===== config.mk =====
export PLATFORM = sky130hd
export DESIGN_NAME = wb_arbiter
export DESIGN_NICKNAME = d
export VERILOG_FILES = /design/src/rtl/wb_pkg.sv /design/src/rtl/wb_fifo.sv /design/src/rtl/wb_arbiter.sv
export SDC_FILE = /design/constraint.sdc
export NUM_CORES = 1
export LEC_CHECK = 0
export CORE_MARGIN = 5
export CORE_UTILIZATION = 50
export CTS_BUF_LIST = sky130_fd_sc_hd__clkbuf_16
export CTS_CLUSTER_DIAMETER = 60
export DETAILED_ROUTE_END_ITERATION = 6
export PLACE_DENSITY = 0.8
export RECOVER_POWER = 100
export SETUP_SLACK_MARGIN = 0.02
export SYNTH_ARGS = -nofsm -noshare
export SYNTH_HDL_FRONTEND = slang
export SYNTH_SLANG_ARGS = --single-unit

===== constraint.sdc =====
create_clock -name clk -period 4.9 [get_ports clk]
set_clock_uncertainty 0.1 [all_clocks]
set_input_delay 0.98 -clock clk [delete_from_list [all_inputs] [get_ports clk]]
set_output_delay 0.98 -clock clk [all_outputs]
set_load 0.005 [all_outputs]

===== src/rtl/wb_pkg.sv =====
// Shared constants and the result-FIFO entry layout for the write-back arbiter.
package wb_pkg;

    localparam int REG_W  = 5;
    localparam int DATA_W = 32;
    localparam int DEPTH  = 2;

    // One pending mult/div result. The arbiter stores it as the flat
    // concatenation {rd, data, pc}, matching this packed layout.
    typedef struct packed {
        logic [REG_W-1:0]  rd;
        logic [DATA_W-1:0] data;
        logic [DATA_W-1:0] pc;
    } wb_entry_t;

    localparam int ENTRY_W = $bits(wb_entry_t);

endpackage


===== src/rtl/wb_fifo.sv =====
// Synchronous FIFO for mult/div results. Push is ignored when full and pop
// is ignored when empty, so callers may present both freely in one cycle.
module wb_fifo #(
    parameter int WIDTH = 69,
    parameter int DEPTH = 2
) (
    input  logic                         clk,
    input  logic                         reset,
    input  logic                         push,
    input  logic                         pop,
    input  logic [WIDTH-1:0]             wdata,
    output logic [WIDTH-1:0]             rdata,
    output logic                         full,
    output logic                         empty,
    output logic [$clog2(DEPTH+1)-1:0]   count
);

    localparam int PTR_W = (DEPTH > 1) ? $clog2(DEPTH) : 1;
    localparam int CNT_W = $clog2(DEPTH + 1);

    logic [WIDTH-1:0] mem [DEPTH];
    logic [PTR_W-1:0] wr_ptr;
    logic [PTR_W-1:0] rd_ptr;
    logic             do_push;
    logic             do_pop;

    // Pointers wrap modulo DEPTH, so DEPTH need not be a power of two.
    function automatic logic [PTR_W-1:0] ptr_next(input logic [PTR_W-1:0] p);
        return (p == PTR_W'(DEPTH - 1)) ? '0 : p + 1'b1;
    endfunction

    // Full/empty are judged on the occupancy before this cycle's pop.
    assign full    = (count == CNT_W'(DEPTH));
    assign empty   = (count == '0);
    assign do_push = push && !full;
    assign do_pop  = pop && !empty;
    assign rdata   = mem[rd_ptr];

    // Pointer and occupancy state.
    always_ff @(posedge clk) begin
        // NOTE: sequential state uses non-blocking assignments so every
        // register samples pre-edge values regardless of statement order.
        if (reset) begin
            wr_ptr <= '0;
            rd_ptr <= '0;
            count  <= '0;
        end else begin
            if (do_push) wr_ptr <= ptr_next(wr_ptr);
            if (do_pop)  rd_ptr <= ptr_next(rd_ptr);
            unique case ({do_push, do_pop})
                2'b10:   count <= count + 1'b1;
                2'b01:   count <= count - 1'b1;
                default: count <= count;
            endcase
        end
    end

    // Entry storage.
    always_ff @(posedge clk) begin
        // NOTE: the storage array is deliberately not reset; the pointers and
        // count alone decide validity, and this lets it map onto plain RAM.
        if (do_push) mem[wr_ptr] <= wdata;
    end

endmodule


===== src/rtl/wb_arbiter.sv =====
// Write-back arbiter: merges pipeline W-stage writes with queued mult/div
// results onto the single GRF write port, and tracks registers still
// waiting on a mult/div result so decode can stall on them.
module wb_arbiter #(
    parameter int DEPTH  = wb_pkg::DEPTH,
    parameter int DATA_W = wb_pkg::DATA_W
) (
    input  logic                          clk,
    input  logic                          reset,
    input  logic                          pipe_we,
    input  logic [wb_pkg::REG_W-1:0]      pipe_a3,
    input  logic [DATA_W-1:0]             pipe_wd,
    input  logic [DATA_W-1:0]             pipe_pc,
    input  logic                          md_issue,
    input  logic [wb_pkg::REG_W-1:0]      md_issue_reg,
    input  logic                          md_done,
    input  logic [wb_pkg::REG_W-1:0]      md_reg,
    input  logic [DATA_W-1:0]             md_data,
    input  logic [DATA_W-1:0]             md_pc,
    output logic                          md_ready,
    input  logic [wb_pkg::REG_W-1:0]      rs_q,
    input  logic [wb_pkg::REG_W-1:0]      rt_q,
    output logic                          stall,
    output logic                          grf_we,
    output logic [wb_pkg::REG_W-1:0]      grf_a3,
    output logic [DATA_W-1:0]             grf_wd,
    output logic [DATA_W-1:0]             grf_pc,
    output logic [$clog2(DEPTH+1)-1:0]    fifo_cnt,
    output logic                          ovf
);

    localparam int REG_W   = wb_pkg::REG_W;
    localparam int ENTRY_W = REG_W + 2 * DATA_W;

    logic [ENTRY_W-1:0]   push_entry;
    logic [ENTRY_W-1:0]   head;
    logic [REG_W-1:0]     head_reg;
    logic [DATA_W-1:0]    head_data;
    logic [DATA_W-1:0]    head_pc;
    logic                 fifo_full;
    logic                 fifo_empty;
    logic                 pipe_win;
    logic                 pop_en;
    logic [31:0]          pending;
    logic [31:0]          pending_nxt;

    // Entries are packed {rd, data, pc}, the same order as wb_entry_t.
    assign push_entry = {md_reg, md_data, md_pc};
    assign head_reg   = head[ENTRY_W-1 -: REG_W];
    assign head_data  = head[2*DATA_W-1 -: DATA_W];
    assign head_pc    = head[DATA_W-1:0];

    // A pipeline write to $0 is a no-op, so it never blocks the FIFO.
    assign pipe_win = pipe_we && (pipe_a3 != '0);
    assign pop_en   = !pipe_win && !fifo_empty;
    assign md_ready = !fifo_full;
    assign stall    = pending[rs_q] | pending[rt_q];

    wb_fifo #(
        .WIDTH (ENTRY_W),
        .DEPTH (DEPTH)
    ) u_fifo (
        .clk   (clk),
        .reset (reset),
        .push  (md_done),
        .pop   (pop_en),
        .wdata (push_entry),
        .rdata (head),
        .full  (fifo_full),
        .empty (fifo_empty),
        .count (fifo_cnt)
    );

    // Scoreboard update: retire the popped register, then apply a new
    // reservation so that a same-cycle issue to that register wins.
    always_comb begin
        // NOTE: every always_comb output gets a default first so no path
        // leaves it unassigned and infers a latch.
        pending_nxt = pending;
        if (pop_en && (head_reg != '0)) pending_nxt[head_reg] = 1'b0;
        if (md_issue && (md_issue_reg != '0)) pending_nxt[md_issue_reg] = 1'b1;
        pending_nxt[0] = 1'b0;
    end

    // Scoreboard and sticky overflow registers.
    always_ff @(posedge clk) begin
        if (reset) begin
            pending <= '0;
            ovf     <= 1'b0;
        end else begin
            pending <= pending_nxt;
            if (md_done && fifo_full) ovf <= 1'b1;
        end
    end

    // Registered GRF write port; data fields hold when nothing is selected.
    always_ff @(posedge clk) begin
        if (reset) begin
            grf_we <= 1'b0;
            grf_a3 <= '0;
            grf_wd <= '0;
            grf_pc <= '0;
        end else if (pipe_win) begin
            grf_we <= 1'b1;
            grf_a3 <= pipe_a3;
            grf_wd <= pipe_wd;
            grf_pc <= pipe_pc;
        end else if (pop_en) begin
            grf_we <= (head_reg != '0);
            grf_a3 <= head_reg;
            grf_wd <= head_data;
            grf_pc <= head_pc;
        end else begin
            grf_we <= 1'b0;
        end
    end

endmodule


### After elaboration in Yosys (flattened, before gate mapping)

Memories as Yosys holds them, arrays and structs flattened. A register that Yosys moved wholly into a read port is not among the register bits.
Cells that the tools add are included.

| storage, ports and cells | value |
|---|---|
| input port bits | 158 |
| logic and storage cells | 71 |
| memories kept | 1 |
| register bits after elaboration | 107 |
| memory bits (writable) | 138 |
| output and inout port bits | 75 |

Memory list:

| name | words | bits a word | read ports | clocked after memory_dff | write ports | line | source |
|---|---|---|---|---|---|---|---|
| u_fifo.mem | 2 | 69 | 1 | 1 | 1 | wb_fifo.sv:21 | `logic [WIDTH-1:0] mem [DEPTH];` |

| operators by class | value |
|---|---|
| bitwise logic cells | 4 |
| reductions and logical operators | 18 |
| equality and inequality tests | 3 |
| muxes and demuxes | 25 |
| $add $sub $neg | 4 |
| order comparisons | 6 |

Operator list:

| operator | count |
|---|---|
| two-way mux 32 bit | 6 |
| bitwise AND 32 bit | 1 |
| NOT 32 bit | 1 |
| bitwise OR 32 bit | 1 |
| less-than comparator 5 x 6 -> 1 bit (second input constant) | 4 |
| nonzero test 5 bit | 3 |
| two-way mux 1 bit | 12 |
| binary-select mux 1 bit (select 5 bit) | 2 |
| demux 1 bit (select 5 bit) | 2 |
| >= comparator 5 x 1 -> 1 bit (second input constant) | 2 |
| two-way mux 5 bit | 2 |
| logical AND 1 bit | 9 |
| == test 2 bit (second input constant) | 2 |
| one-hot mux 2 bit (2 select lines) | 1 |
| nonzero test 2 bit | 2 |
| logical NOT 1 bit | 3 |
| adder 1 bit (second input constant) | 2 |
| adder 2 x 1 -> 2 bit (second input constant) | 1 |
| == test 2 x 1 -> 1 bit (second input constant) | 1 |
| logical NOT 2 bit | 1 |
| subtractor 2 x 1 -> 2 bit (second input constant) | 1 |
| bitwise OR 1 bit | 1 |

### Longest topological paths before layout

Gate-level depths: netlist (run 1).

| depth | value |
|---|---|
| depth in word-level cells | 9 |
| mapped depth | 9 |
| depth with buffers taken out | 7 |

### By module

From an unflattened synthesis (run 1), not the netlist that was laid out.

| second synthesis, totals | value |
|---|---|
| cells, all modules | 792 |
| area total of the unflattened synthesis | 10376.2 um^2 |

Modules (own cells, without submodules):

| module | cells an instance | area an instance (um^2) | times used | sequential area each (um^2) |
|---|---|---|---|---|
| wb_fifo | 241 | 5190.0 | 1 | 4244.1 |
| wb_arbiter | 551 | 5186.2 | 1 | 2042.0 |

### Worst setup path after synthesis (run 1)

Ideal clock, no wire load.

| timing | value |
|---|---|
| path kind | input-to-reg |
| start | input md_done |
| end | memory u_fifo.mem[0][0] (enable) |
| data arrival time | 3954 ps |
| setup slack | 350 ps |
| path buffers | 0 |
| setup time | 496 ps |
| required time | 4304 ps |
| stages | 2 |
| cell sequence | nand2_1 > nor2_1 |

| between the ends | value |
|---|---|
| cells in the longest elaborated chain, start to end | 3 |

RTL lines:

| what | line | source |
|---|---|---|
| start: declaration | wb_arbiter.sv:16 | `input logic md_done,` |
| logical AND 1 bit | wb_fifo.sv:35 | `assign do_push = push && !full;` |
| two-way mux 1 bit | wb_fifo.sv:62 | `if (do_push) mem[wr_ptr] <= wdata;` |
| two-way mux 1 bit (not written as such) | wb_fifo.sv:62 |  |
| end: declaration | wb_fifo.sv:21 |  |

Every way passes these cells.

### Final worst setup path (run 1)

| timing | value |
|---|---|
| start | input rs_q[0] in the netlist's numbering |
| end | output stall |

| between the ends | value |
|---|---|
| cells in the longest elaborated chain, start to end | 3 |

RTL lines:

| what | line | source |
|---|---|---|
| start: declaration | wb_arbiter.sv:21 | `input logic [wb_pkg::REG_W-1:0] rs_q,` |
| binary-select mux 1 bit (select 5 bit) | wb_arbiter.sv:57 | `assign stall = pending[rs_q] \| pending[rt_q];` |
| two-way mux 1 bit (not written as such) | wb_arbiter.sv:57 |  |
| bitwise OR 1 bit | wb_arbiter.sv:57 |  |
| end: declaration | wb_arbiter.sv:23 | `output logic stall,` |

Every way passes these cells. The select of a mux whose other input is x is not followed.

==> results of run 1 <==
cell families (layout without fill, tap and decap cells):
group,after synthesis,count (layout),share of synthesized area [%]
buffers and inverters,65,285,2.73
XOR/XNOR,4,4,0.353
AND/OR/NAND/NOR,222,222,9.41
multiplexers,92,92,11.0
other,0,7,0
flip-flops,245,245,63.4
AO/OA/AOI/OAI,219,219,13.0
adder cells (fa/ha/maj),1,1,0.126
flip-flops by register name, indices dropped and copies added, names as in the netlist, named ones only:
register	flops
u_fifo.mem	138
grf_pc	32
grf_wd	32
pending	31
grf_a3	5
u_fifo.count	2
grf_we	1
ovf	1
u_fifo.rd_ptr	1
u_fifo.wr_ptr	1
metal layers:
| layer | GRT usage [%] | vias to the layer above | part of all wire, % | routed length, um |
|---|---|---|---|---|
| li1 | - | 3551 | - | - |
| met2 | 36.6 | 311 | 49 | 12800 |
| met4 | 6.21 | 8 | 2.1 | 549 |
| met5 | 0 | - | 0.18 | 46 |
| met1 | 28.0 | 3531 | 38 | 9880 |
| met3 | 8.02 | 47 | 11 | 2730 |
cell type report:
cell class	count	area share, %
sequential	245	47.9
multi-input combinational	538	25.6
timing repair buffer	237	18.0
clock buffer	25	4.76
tap	265	2.52
clock inverter	20	1.06
antenna	7	0.133
inverter	3	0.0857
power by group through the flow:
stage | Combinational (mW) | Clock (mW) | Sequential, mW
after floorplan | 1.20 | 0 | 2.73
after global placement | 1.86 | 0 | 2.76
after detailed placement | 1.89 | 0 | 2.78
after CTS | 1.93 | 1.83 | 2.74
after global routing | 2.03 | 1.93 | 2.77
final | 1.84 | 1.80 | 2.74
how the worst min path moves through the flow:
stage | cells after the start | slack (ns) | start | to
final | 2 | 0.38 | ovf$_SDFFE_PP0P_ | ovf$_SDFFE_PP0P_
after global routing | 2 | 0.42 | pending[29]$_SDFF_PP0_ | pending[29]$_SDFF_PP0_
after CTS | 2 | 0.39 | ovf$_SDFFE_PP0P_ | ovf$_SDFFE_PP0P_
after detailed placement | 2 | 0.37 | ovf$_SDFFE_PP0P_ | ovf$_SDFFE_PP0P_
after global placement | 2 | 0.35 | ovf$_SDFFE_PP0P_ | ovf$_SDFFE_PP0P_
after floorplan | 2 | 0.36 | ovf$_SDFFE_PP0P_ | ovf$_SDFFE_PP0P_
placed cells by master (no fill, tap or decap), drive strengths merged:
cell / instances
buf: 5
o211ai: 6
clkdlybuf4s50: 86
clkinv: 11
nor3: 1
and3b: 4
inv: 9
mux2: 5
nor2: 149
nand2b: 1
or3: 4
clkbuf: 26
nor3b: 5
or4: 2
a31oi: 2
xor2: 2
nand2: 44
dfxtp: 107
bufinv: 2
edfxtp: 138
dlygate4sd3: 145
a21oi: 107
or4b: 2
nand3b: 1
a211oi: 68
mux4: 13
or2: 1
clkinvlp: 1
o21a: 1
o21ai: 34
diode: 7
ha: 1
mux2i: 74
o31a: 1
and3: 3
nand3: 5
xnor2: 2
through the flow:
stage | setup WS, ns | power, mW | hold slack, ns | utilization [%] | cell area, um2
floorplan | 0.350 | 3.93 | 0.361 | - | 9920
global placement | 0.542 | 4.62 | 0.353 | 63.4 | 12400
detailed placement | 0.515 | 4.67 | 0.373 | 63.4 | 12400
CTS | 0.496 | 6.50 | 0.387 | 67.3 | 13200
global route | 0.223 | 6.74 | 0.424 | 67.3 | 13100
finish | 0.429 | 6.37 | 0.378 | 67.3 | 13100
critical path: stages:
cell and delay [ns]:
dlygate4sd3_1 0.85, mux4_2 0.58, mux2_2 0.27, a21oi_1 0.14, o211ai_1 0.11, clkdlybuf4s50_1 0.46
==> impl_summary.log, run 1 <==
[metrics] classification of the worst-slack hold path: reg2reg
[metrics] number of levels the H-tree was split into: 1
[metrics] fill count: 1,459
[metrics] Avg Synthesized Cell Area: 11.7 um2
[metrics] Crit Path Category: in2out
[metrics] cell chosen for the clock root: clkbuf_16
[metrics] die area: 22,800 um2
[metrics] share of final-layout standard cells stronger than drive strength 1: 5.52%
[metrics] global-route usage over all layers: 22.3%
[metrics] overall overflow remaining after global route: 0
[metrics] 1st-pass router iterations: 5
[metrics] input/output buffers: 232
[metrics] portion of total power attributed to sequential cells: 42.9%
[metrics] accumulated negative setup slack: 0 ns
[metrics] largest cells by area after synthesis: edfxtp_1 (42%), dfxtp_1 (22%), mux2i_1 (7.5%)
[metrics] Final nets: 1,209
[metrics] number of cells in the finished layout apart from fillers: 1,340
[metrics] clock buffer count from CTS: 25
[metrics] sort of element at the end of the critical path: primary output
[metrics] via count of the routed design: 7,448
[metrics] worst setup path end: stall
[metrics] Critical Path AT: 3.39 ns
[metrics] data required time at the worst endpoint: 3.82 ns
[metrics] sequential element share of the synthesized area: 63.4%
[metrics] count of state elements after synthesis: 245
[metrics] net switching power figure: 2.00 mW
[metrics] clock power share: 28.3%
[metrics] hold bufs inserted after CTS: 0
[metrics] Achievable Freq: 224 MHz
[metrics] DRC violation count after routing: 0
[metrics] Sinks on Clock Net: 245
[metrics] switching part of the total power: 31.3%
[metrics] Internal Pwr Total: 4.38 mW
[metrics] number of resized instances in the post-cts repair step: 0
[metrics] capturing point of the worst reg2reg path: u_fifo.mem[0][27]$_DFFE_PP_
[metrics] number of I/O pins: 233
[metrics] area fraction of the dominant cell type after synthesis: 41.8%
[metrics] Slew headroom: -80.1%
[metrics] via/cell ratio: 5.56
[metrics] final period utilization: 91.2%
[metrics] leakage power: 4.63 nW
[metrics] chip width: 151 um
[metrics] maximum number of buffers from clock root to sink: 3
[metrics] number of cell instances on the worst register-to-register path: 5
[metrics] Final GP Congestion: 0.886
[metrics] distinct cell type count after synthesis: 34
[metrics] Die Y: 151 um
[metrics] top fanout value on the critical path: 8
[metrics] library cell with the highest instance count after synthesis: nor2_1
[metrics] Post-Synthesis Cell Area: 9920 um2
[metrics] Comb pwr share: 28.8%
[metrics] growth of design area from synthesis to finish: 32.5%
[metrics] total placed cells including tap cells: 1,288
[metrics] largest net degree at the start of global routing: 107
[metrics] wire length of the first global-routing pass: 40.0 mm
[metrics] Iteration-0 DRC Markers: 511
[metrics] mean routed wirelength per cell: 19.4 um
[metrics] count of mapped cells out of synthesis: 848
[metrics] Skew-Pair Late Insertion Delay: 0.51 ns
[metrics] violations in the final reports: capacitance limit, slew limit
[metrics] number of antenna violations at the first check in global routing: 10
[metrics] number of max-cap violations: 4
[metrics] Synthesis Warnings: 0
[metrics] fraction of registers with async set/reset: 0%
[metrics] number of enable flip-flop cells after synthesis: 138
[metrics] top cells by instance count after synthesis: nor2_1 (149), edfxtp_1 (138), a21oi_1 (107), dfxtp_1 (107), mux2i_1 (74)
[metrics] top flip-flop cell by instance count after synthesis: edfxtp_1
[metrics] syn_nets: 1,007
[metrics] CORE AREA: 19,500 um2
[metrics] crit path time final: 4.47 ns
[metrics] clock-pin slew reported for the worst setup and hold paths after clock tree synthesis: 0.06 ns
[metrics] multi-input gate area in the final layout: 3360 um2
[metrics] Setup Buffers After CTS: 0
[metrics] CTS tree: yes
[metrics] largest area contributor in the synthesized netlist: edfxtp_1
[metrics] DRT antenna net count: 0
[metrics] R2R Setup Slk: 1.37 ns
[metrics] placed wire-length estimate: 16.9 mm
[metrics] Final Hold Violating Endpoints: 0
[metrics] Crit Reg-Reg Startpoint: u_fifo.count[0]$_SDFFE_PP0P_
[metrics] final routed wirelength across all metal layers: 26.0 mm
[metrics] power per cell area: 485 nW/um2
[metrics] area occupied by registers: 6290 um2
[metrics] Cell Rows: 51
[metrics] total of endpoints with negative setup slack in the final report: 0
[metrics] starting utilization of the core area: 50.8%
[metrics] final-report max-slew violation count: 200
[metrics] unrepaired setup endpoints after global routing: no
[metrics] Least-Margin Pin Slew: 2.69 ns
[metrics] critical path launch point: rs_q[0]
[metrics] run status: complete, but fails checks
[metrics] Max VDD drop: 343 uV
[metrics] vias in the first global route: 7,413
[metrics] Worst Setup Start Kind: primary input
Note: power is estimated with default switching activity, not from simulation.
==> inputs of run 2 (changes only) <==
--- a/config.mk
+++ b/config.mk
@@ -5,6 +5,7 @@
 export SDC_FILE = /design/constraint.sdc
 export NUM_CORES = 1
 export LEC_CHECK = 0
+export CORE_ASPECT_RATIO = 1.25
 export CORE_MARGIN = 5
 export CORE_UTILIZATION = 50
 export CTS_BUF_LIST = sky130_fd_sc_hd__clkbuf_16
==> impl_summary.log, run 2 (synthesis results as in run 1) <==
[metrics] run status: complete, but fails checks
[metrics] violations in the final reports: capacitance limit, slew limit
[metrics] final period utilization: 90.7% (-0.56 points)
[metrics] Final nets: 1,208 (-0.083%)
[metrics] Crit Path Category: in2out
[metrics] mean routed wirelength per cell: 18.6 um (-4.0%)
[metrics] slowest stage cell on the critical path: dlygate4sd3_1
[metrics] Iteration-0 DRC Markers: 509 (-0.39%)
[metrics] sort of element at the end of the critical path: primary output
[metrics] cell breakdown of the critical path: dlygate4sd3_1 -> mux4_2 -> mux2_2 -> a21oi_1 -> o211ai_1 -> clkdlybuf4s50_1
[metrics] number of flip-flops in the largest register: 138 (unchanged)
[metrics] die area: 22,800 um2 (about the same)
[metrics] DRC violation count after routing: 0 (unchanged)
[metrics] Sinks on Clock Net: 245 (unchanged)
[metrics] overall overflow remaining after global route: 0 (unchanged)
[metrics] leakage power: 4.62 nW (-0.22%)
[metrics] Least-Margin Pin Slew: 2.33 ns (-0.360 ns)
[metrics] hold bufs inserted after CTS: 0 (unchanged)
[metrics] Final Hold Violating Endpoints: 0 (unchanged)
[metrics] wire length of the first global-routing pass: 39.1 mm (-2.4%)
[metrics] number of max-cap violations: 5 (+1)
[metrics] Skew-Pair Late Insertion Delay: 0.51 ns (about the same)
[metrics] starting utilization of the core area: 50.9% (+0.15 points)
[metrics] crit path time final: 4.44 ns (-0.0276 ns)
[metrics] data required time at the worst endpoint: 3.82 ns (about the same)
[metrics] commonest non-fill, non-tap cells in the layout: nor2_1 (149), dlygate4sd3_1 (146), edfxtp_1 (138)
[metrics] WHS: 0.386 ns (+0.00795 ns)
[metrics] CP peak stage delay: 0.82 ns (-0.03 ns)
[metrics] unrepaired setup endpoints after global routing: no
[metrics] Setup Buffers After CTS: 0 (unchanged)
[metrics] final-report max-slew violation count: 285 (+43%)
[metrics] Final GP Congestion: 0.901 (+1.6%)
[metrics] accumulated negative setup slack: 0 ns (unchanged)
[metrics] Max VDD drop: 313 uV (-8.8%)
[metrics] number of resized instances in the post-cts repair step: 0 (unchanged)
[metrics] Pwr Total: 6.32 mW (-0.84%)
[metrics] global-route usage over all layers: 21.3% (-0.94 points)
[metrics] power per cell area: 481 nW/um2 (-0.75%)
[metrics] Most flops, register: u_fifo.mem
[metrics] Achievable Freq: 225 MHz (+0.62%)
[metrics] most frequent standard cell in the layout excluding fill and tap cells: nor2_1
[metrics] Die Y: 167 um (+11%)
[metrics] chip width: 136 um (-9.9%)
[metrics] input/output buffers: 232 (unchanged)
[metrics] final routed wirelength across all metal layers: 25.0 mm (-3.8%)
[metrics] growth of design area from synthesis to finish: 32.4% (about the same)
[metrics] total of endpoints with negative setup slack in the final report: 0 (unchanged)
[metrics] clock-pin slew reported for the worst setup and hold paths after clock tree synthesis: 0.06 ns (about the same)
[metrics] minimum setup slack after placement: 0.476 ns (-0.0386 ns)
[metrics] share of final-layout standard cells stronger than drive strength 1: 5.62% (+0.099 points)
[metrics] number of levels the H-tree was split into: 1 (unchanged)
[metrics] CORE AREA: 19,500 um2 (-0.29%)
[metrics] DRT antenna net count: 0 (unchanged)
[metrics] setup slack of the critical path after layout: 0.457 ns (+0.0276 ns)
[metrics] placed wire-length estimate: 16.6 mm (-2.1%)
[metrics] R2R Setup Slk: 1.36 ns (about the same)
[metrics] largest net degree at the start of global routing: 108 (+0.93%)
[metrics] 1st-pass router iterations: 5 (unchanged)
[metrics] top fanout value on the critical path: 8 (unchanged)
[metrics] CTS tree: yes
[metrics] vias in the first global route: 7,524 (+1.5%)
[metrics] via/cell ratio: 5.55 (about the same)
[metrics] Critical Path AT: 3.36 ns (-0.03 ns)
[metrics] via count of the routed design: 7,459 (+0.15%)
[metrics] maximum number of buffers from clock root to sink: 3 (unchanged)
[metrics] Cell Rows: 57 (+12%)
[metrics] clock buffer count from CTS: 24 (-4.0%)
[metrics] number of I/O pins: 233 (unchanged)
[metrics] number of antenna violations at the first check in global routing: 14 (+4)
[metrics] Worst Setup Start Kind: primary input
[metrics] cell chosen for the clock root: clkbuf_16
[metrics] largest registers in the final layout: u_fifo.mem: 138 flops, grf_pc: 32 flops, grf_wd: 32 flops
[metrics] Slew headroom: -55.5% (+25 points)
[metrics] classification of the worst-slack hold path: reg2reg
[run 2: metal layers]
layer  wire length (um)  vias to the layer above  GRT usage [%]  share of wire (%)
met3               1970                       60           5.73                7.9
met5                 42                        -              0               0.17
met1               9430                     3548           25.9                 38
met2              12600                      301           36.2                 51
met4                889                        8           8.24                3.6
li1                   -                     3542              -                  -
[run 2: worst paths after layout]
kind	from	end	depth (start not counted)
worst min-delay path	ovf$_SDFFE_PP0P_	ovf$_SDFFE_PP0P_	2
worst max-delay path	rs_q[0]	stall	6
worst min register to register	ovf$_SDFFE_PP0P_	ovf$_SDFFE_PP0P_	2
worst max register to register	u_fifo.count[0]$_SDFFE_PP0P_	u_fifo.mem[0][42]$_DFFE_PP_	5
[run 2: cell type report]
class                      count  area (um2)
clock inverter                19         136
inverter                       3        11.3
antenna                       11        27.5
timing repair buffer         237        2350
multi-input combinational    538        3360
sequential                   245        6290
tap                          265         332
fill                        1472        6340
clock buffer                  25         626
[run 2: worst max-delay path, delay by kind of cell]
family	cells	cell delay, ns
buf+inv	2	1.28
mux	2	0.85
compound gates	2	0.26
[run 2: where the power goes]
group	switching [mW]	internal [mW]
Clock	0.754	1.03
Sequential	0.181	2.56
Combinational	1.02	0.775
Total	1.95	4.37
[run 2: per-stage QoR]
step | area [um2] | utilization [%] | cells
2_1_floorplan | 9920 | - | 848
3_3_place_gp | 12400 | 63.5 | 1288
3_5_place_dp | 12400 | 63.5 | 1288
4_1_cts | 13100 | 67.5 | 1332
5_1_grt | 13100 | 67.4 | 1343
6_report | 13100 | 67.4 | 1343
